## src/rtl/raptor64_btb.sv

```systemverilog
// raptor64_btb: 64-entry direct-mapped branch target buffer for the Raptor64
// fetch stage, indexed by pc[7:2]. Filled from EX on taken branches; a
// hardware sweep invalidates every entry after reset.
// Build option: define RAPTOR64_BTB_TAG_EN to store and compare pc[63:8] tags;
// left undefined, the table is tagless and aliasing PCs share an entry.
//
// state | meaning
// CLEAR | sweep writing valid=0 at clr_idx, lookups and updates suppressed
// RUN   | normal lookup and update
module raptor64_btb (
  input  logic        clk,
  input  logic        rst,
  input  logic [63:0] pc,
  input  logic        predict_taken,
  input  logic        advanceX,
  input  logic        xIsBranch,
  input  logic [63:0] xpc,
  input  logic        takb,
  input  logic [63:0] xtarget,
  output logic        btb_hit,
  output logic [63:0] btb_target,
  output logic        fetch_redirect,
  output logic        busy
);

  typedef enum logic {CLEAR = 1'b0, RUN = 1'b1} state_t;

  state_t      state, state_nx;
  logic [5:0]  clr_idx;
  logic [63:0] valid;
  logic [61:0] tgt_mem [64];
  logic [5:0]  rd_idx;
  logic [5:0]  wr_idx;
  logic        upd;
  logic        tag_ok;

`ifdef RAPTOR64_BTB_TAG_EN
  logic [55:0] tag_mem [64];
  logic        unused_lsb;
  assign unused_lsb = ^{pc[1:0], xtarget[1:0], xpc[1:0]};
`else
  logic        unused_bits;
  assign unused_bits = ^{pc[1:0], pc[63:8], xtarget[1:0], xpc[1:0], xpc[63:8]};
`endif

  assign rd_idx = pc[7:2];
  assign wr_idx = xpc[7:2];
  assign busy   = (state == CLEAR);
  assign upd    = advanceX & xIsBranch & takb & ~busy;

  // State register and sweep pointer; reset restarts the sweep from entry 0.
  always_ff @(posedge clk) begin
    if (rst) begin
      state   <= CLEAR;
      clr_idx <= 6'd0;
    end else begin
      state <= state_nx;
      if (state == CLEAR) clr_idx <= clr_idx + 6'd1;
    end
  end

  // Next state: leave CLEAR after the write that clears entry 63.
  always_comb begin
    state_nx = state;
    case (state)
      CLEAR:   if (clr_idx == 6'd63) state_nx = RUN;
      RUN:     state_nx = RUN;
      default: state_nx = CLEAR;
    endcase
  end

  // Valid bits: the sweep clears one entry per cycle, taken branches set theirs.
  always_ff @(posedge clk) begin
    if (!rst && state == CLEAR) valid[clr_idx] <= 1'b0;
    else if (upd)               valid[wr_idx]  <= 1'b1;
  end

  // Target (and tag) payload; written only on an accepted update.
  always_ff @(posedge clk) begin
    if (upd) begin
      tgt_mem[wr_idx] <= xtarget[63:2];
`ifdef RAPTOR64_BTB_TAG_EN
      tag_mem[wr_idx] <= xpc[63:8];
`endif
    end
  end

  // Combinational lookup; the pre-write contents are seen during a write.
  always_comb begin
`ifdef RAPTOR64_BTB_TAG_EN
    tag_ok = (tag_mem[rd_idx] == pc[63:8]);
`else
    tag_ok = 1'b1;
`endif
    btb_hit        = valid[rd_idx] & tag_ok & ~busy;
    btb_target     = btb_hit ? {tgt_mem[rd_idx], 2'b00} : 64'd0;
    fetch_redirect = btb_hit & predict_taken;
  end

endmodule

```

## config.mk

```make
export PLATFORM = sky130hd
export DESIGN_NAME = raptor64_btb
export DESIGN_NICKNAME = d
export VERILOG_FILES = /design/src/rtl/raptor64_btb.sv
export SDC_FILE = /design/constraint.sdc
export NUM_CORES = 2
export LEC_CHECK = 0
export BUFFER_PORTS_ARGS = -buffer_cell sky130_fd_sc_hd__buf_4
export CAP_MARGIN = 20
export CORE_UTILIZATION = 50
export CTS_CLUSTER_DIAMETER = 30
export DETAILED_ROUTE_END_ITERATION = 6
export PLACE_DENSITY_LB_ADDON = 0.05
export SKIP_LAST_GASP = 1
export SYNTH_ARGS = -nofsm -noshare
export SYNTH_HDL_FRONTEND = slang
export SYNTH_SLANG_ARGS = --single-unit
```

## constraint.sdc

```tcl
create_clock -name clk -period 4.6 [get_ports clk]
set_input_delay 0.46 -clock clk [delete_from_list [all_inputs] [get_ports clk]]
set_output_delay 0.46 -clock clk [all_outputs]
set_load 0.02 [all_outputs]
```

; Word level (Yosys, flattened, before mapping)
; Memory sizes are Yosys's and may differ from the RTL's.
; Index checks and enable logic that the tools add are counted.
[op_classes]
add_sub_neg = 1
order_cmp = 5
eq_ne = 1
muxes = 13
bitwise_logic = 9
reduce_logical = 5
[op_table]
columns = cell, n
row1 = 2-to-1 mux 64 bit, 3
row2 = bitwise AND 64 bit, 1
row3 = inverter 64 bit, 1
row4 = bitwise OR 64 bit, 1
row5 = "< comparator 6 x 7 -> 1 bit, second input constant", 3
row6 = demux 1 bit (select 6 bit), 2
row7 = "greater-or-equal comparator 6 x 1 -> 1 bit, second input constant", 2
row8 = "adder 6 x 1 -> 6 bit, second input constant", 1
row9 = binary-select mux 1 bit (select 6 bit), 1
row10 = "== test 6 bit, second input constant", 1
row11 = 2-to-1 mux 1 bit, 6
row12 = bitwise AND 1 bit, 5
row13 = logical AND 1 bit, 3
row14 = one-hot mux 1 bit (2 select lines), 1
row15 = nonzero test 2 bit, 1
row16 = logical NOT 1 bit, 1
row17 = inverter 1 bit, 1
[word_totals]
reg_bits = 71
mem_bits_rw = 3968
input_bits = 198
out_inout_bits = 67
memories = 1
[mem_list]
columns = memory, words, width, rd, rd_ports_with_merged_regs, wr, line_no
row1 = tgt_mem, 64, 62, 1, 0, 1, 31  ; logic [61:0] tgt_mem [64];

; Longest topological paths before layout
[depth]
word_depth = 7
ltp_mapped = 12

; Least setup slack after synthesis
; Ideal clock, no wire load.
[synth_timing]
kind = input -> register
startpoint = in xpc[2]
endpoint = mem tgt_mem[17][0] (enable)
setup_time_ns = 0.483
t_arrival_ns = 4.224
required_ns = 4.117
path_slack_ns = -0.107
cell_stages = 4
n_path_buf = 1
path_cell_list = clkbuf_1 > nor3b_1 > nand2_1 > nor2_1
[synth_lines]
columns = element, line_no
row1 = from (decl), 17  ; input logic [63:0] xpc,
row2 = to (decl), 31
; Straight into the memory's write port.

; Worst setup path in the final report
[layout_timing]
startpoint = reg valid[13]
endpoint = out btb_target[14]
[layout_via]
elab_chain_len = 4
[layout_lines]
columns = element, line_no
row1 = from (decl), 30  ; logic [63:0] valid;
row2 = "from (signal, indexed assignment)", 74  ; if (!rst && state == CLEAR) valid[clr_idx] <= 1'b0;
row3 = "from (signal, indexed assignment)", 75  ; else if (upd) valid[wr_idx] <= 1'b1;
row4 = binary-select mux 1 bit (select 6 bit), 95  ; btb_hit = valid[rd_idx] & tag_ok & ~busy;
row5 = 2-to-1 mux 1 bit (implied by the code), 95
row6 = bitwise AND 1 bit, 95
row7 = 2-to-1 mux 64 bit, 96  ; btb_target = btb_hit ? {tgt_mem[rd_idx], 2'b00} : 64'd0;
row8 = to (decl), 21  ; output logic [63:0] btb_target,
; Every way passes these cells. The select of a mux whose other input is x is not followed.

==> results.yml <==
min_path:
  worstHoldStart: "xpc[2]"
  hold_path_class: "input port to flop"
  hold_depth: 5
  hold_end: "valid[0]"
cts:
  clockBufferDepth: 4
  root_buffer: "clkbuf_16"
  clock_latency_ns: 1.02
  cts_tree: "built"
  clock-sinks: 4039
  cts.clk_slew.worst_paths_ns: 0.05
  cts_buffers: 749
  h-tree-depth: 6
worst_setup_path:
  cp_top_family: "simple AND/OR/NAND/NOR gates"
  crit_type: "flop to output port"
  r2r_start: "state"
  arrival_ns: 4.19
  ff2ff_path_depth: 4
  start_kind: "flop"
  worst-path-max-fanout: 11
  critPathMaxStageDelay_ns: 0.77
  r2r_slack_ns: 1.22
  end_kind: "output port"
  crit_slowest_cell: "a21oi_2"
  cp_cell_sequence: "mux4_2 > a22oi_1 > nand3_1 > a21oi_2 > or3_2 > nor2_1 > buf_4"
  cp.buffers_inverters: 1
  required_ns: 4.14
  r2r_end: "tgt_mem[26][57]"
timing:
  drv_slew: 0
  fin_ws_ns: -0.04845
  timing.slew.headroom: 0.2227
  finalCritPeriodShare: 1.011
  worst_pin_slew_ns: 1.166
  finalHoldViolCount: 0
  fmax_mhz: 215.1
  worst_clock_skew_ns: 0.04102
  period_needed_ns: 4.648
  finalSetupViolations: 1
detailed_routing:
  first_pass_iters: 6
  antenna_left: 0
  drc: 0
  wl_per_cell_um: 34.10
  via_per_inst: 6.278
  drt-initial-drc-count: 10737
  totalWireLength_um: 447500
  vias: 82386
floorplanning:
  core_area_mm2: 0.3066
  fp-row-count: 203
  start_util: 0.5038
  die-area_mm2: 0.3111
  fp.dieH_um: 557.8
  die_w_um: 557.8
  ios: 265
layout:
  drive_gt1_frac: 0.2479
  fin_nets: 8575
  final_cells: 13124
  n_fill_cell: 21590
  syn2layout_area_growth_pct: 22.58
  utilization: 0.6176
outcome:
  violations: "setup timing"
  status: "complete, but fails checks"
synth:
  syn_inst: 7548
  synth-seq-area-share: 0.7848
  syn_avg_cell_area_um2: 20.46
  netlist_area_mm2: 0.1545
  ys_ff_latch: 4039
  ys_warn_count: 0
  yosys.cell_types.count: 41
global_route:
  overflow: 0
  grt_pass1_wl_um: 618000
  grt_usage: 0.2854
  grt_max_degree: 108
  grt_pass1_vias: 82777
  antenna_found_initial: 24
placement:
  hpwl_um: 223300
  portBuffers: 144
  dpl.cell_count: 11656
  gp_congestion: 0.7812
power:
  leakage_nw: 63.26
  power_density_mw_per_mm2: 518.0
  ir_drop_v: 0.0004406
flow_run:
  cap_violations: 0
==> stage by stage <==
stage / hold WS (ns) / cell area, um2 / power (W) / TNS, ns / worst slack (ns)
floorplan: 0.5172 / 154500 / 0.04304 / -159.92 / -0.1069
global placement: 0.5547 / 163100 / 0.04436 / 0 / 0.5049
detailed placement: 0.5680 / 163100 / 0.04442 / 0 / 0.5402
CTS: 0.05480 / 189200 / 0.09861 / 0 / 0.09379
global route: 0.1128 / 189300 / 0.1006 / -0.01715 / -0.01715
finish: 0.1412 / 189300 / 0.09807 / -0.04845 / -0.04845
==> where the power goes <==
group	switching, W	internal (W)
clock	0.0186	0.0357
sequential	0.0000244	0.0406
combinational	0.00205	0.00112
==> logic make-up (layout without fill, tap and decap cells) <==
| family | after synthesis | after routing | share of synthesized area |
|---|---|---|---|
| compound gates | 879 | 879 | 0.04079 |
| xor+xnor | 4 | 4 | 0.0002269 |
| fa+ha+maj | 1 | 1 | 0.00008099 |
| buf+inv | 440 | 1909 | 0.01342 |
| flops | 4039 | 4039 | 0.7848 |
| mux | 1510 | 1510 | 0.1393 |
| other cells | 1 | 7 | 0.00002428 |
| simple gates | 674 | 675 | 0.02140 |
==> tightest hold or removal path, cell delays in order <==
cell,delay [ns]
buf_4,0.12
nor3_2,0.04
buf_4,0.19
a21oi_1,0.14
a21oi_1,0.05
==> synthesized netlist by cell type, drive strengths merged <==
cell	n	area (um2)
nor4	1	12.51
and3	3	18.77
and4	1	8.760
and3b	2	17.52
xor2	2	17.52
nor2	228	855.8
nand3b	3	22.52
o21ai	1	5.000
conb	1	3.750
a22o	4	35.03
a211oi	1	7.510
a21oi	124	620.6
nand2b	4	25.02
nor2b	5	31.28
nor3b	7	57.55
mux4	511	11510
or3	4	25.02
clkinv	1	3.750
nand4	124	775.7
mux2i	999	10000
edfxtp	4032	121100
a22oi	748	5615
nor4b	1	15.01
xnor2	2	17.52
clkbuf	174	653.1
or2	1	6.260
inv	3	11.26
dfxtp	7	140.1
nand3	253	1266
nand2	21	78.83
buf	262	1405
o41ai	1	16.27
ha	1	12.51
nor3	11	55.05
and2	4	25.02
or3b	1	8.760
==> sequential cells by signal, summed over array words and instances, names as in the netlist <==
register	count
state	1
tgt_mem	3968
valid	64
clr_idx	6
==> cells in the final DEF, fill, tap and decap left out, types with 95 or more instances in the layout <==
master	instances
a21oi_1	123
mux4_2	511
edfxtp_1	4032
a22oi_1	748
buf_12	133
nor2_1	157
clkinv_1	112
clkinv_2	140
buf_4	312
clkbuf_1	101
nand3_1	253
mux2i_1	999
nand4_1	124
bufinv_16	95
clkbuf_16	763
==> cell type report <==
| class | count | area [um2] | area share |
|---|---|---|---|
| clock inverters | 530 | 5984 | 0.03161 |
| multi-input cells | 3071 | 31810 | 0.1680 |
| well taps | 4100 | 5130 | 0.02709 |
| flip-flops and latches | 4039 | 121200 | 0.6402 |
| inverters | 4 | 15.01 | 0.00007930 |
| diodes | 5 | 12.51 | 0.00006608 |
| repair buffers | 511 | 5693 | 0.03007 |
| clock buffers | 864 | 19470 | 0.1028 |
==> per-layer routing <==
metal  part of all wire  vias up  GRT usage
met5           0.000060        -          0
met3              0.090      701    0.05282
met1               0.41    44031     0.4119
met2               0.47     4092     0.4503
li1                   -    33558          -
met4              0.025        4    0.07501
==> worst max-delay path by stage <==
stage | cells past startpoint | start | end | slack [ns]
finish | 7 | valid[13] | btb_target[14] | -0.05
CTS | 7 | valid[63] | btb_target[53] | 0.09
global route | 7 | valid[13] | btb_target[14] | -0.02
floorplan | 4 | xpc[2] | tgt_mem[17][0] | -0.11
global placement | 8 | pc[2] | btb_target[51] | 0.50
detailed placement | 8 | pc[2] | btb_target[51] | 0.54
==> timing repair <==
| item | CTS | global route |
|---|---|---|
| endpoints found under the hold margin | 3972 | 0 |
| setup endpoints to repair | 0 | 1 |
| resized for setup | 0 | 3 |
| hold buffers | 63 | 0 |
| setup buffers | 0 | 5 |
Power figures use the tool's default switching activity.
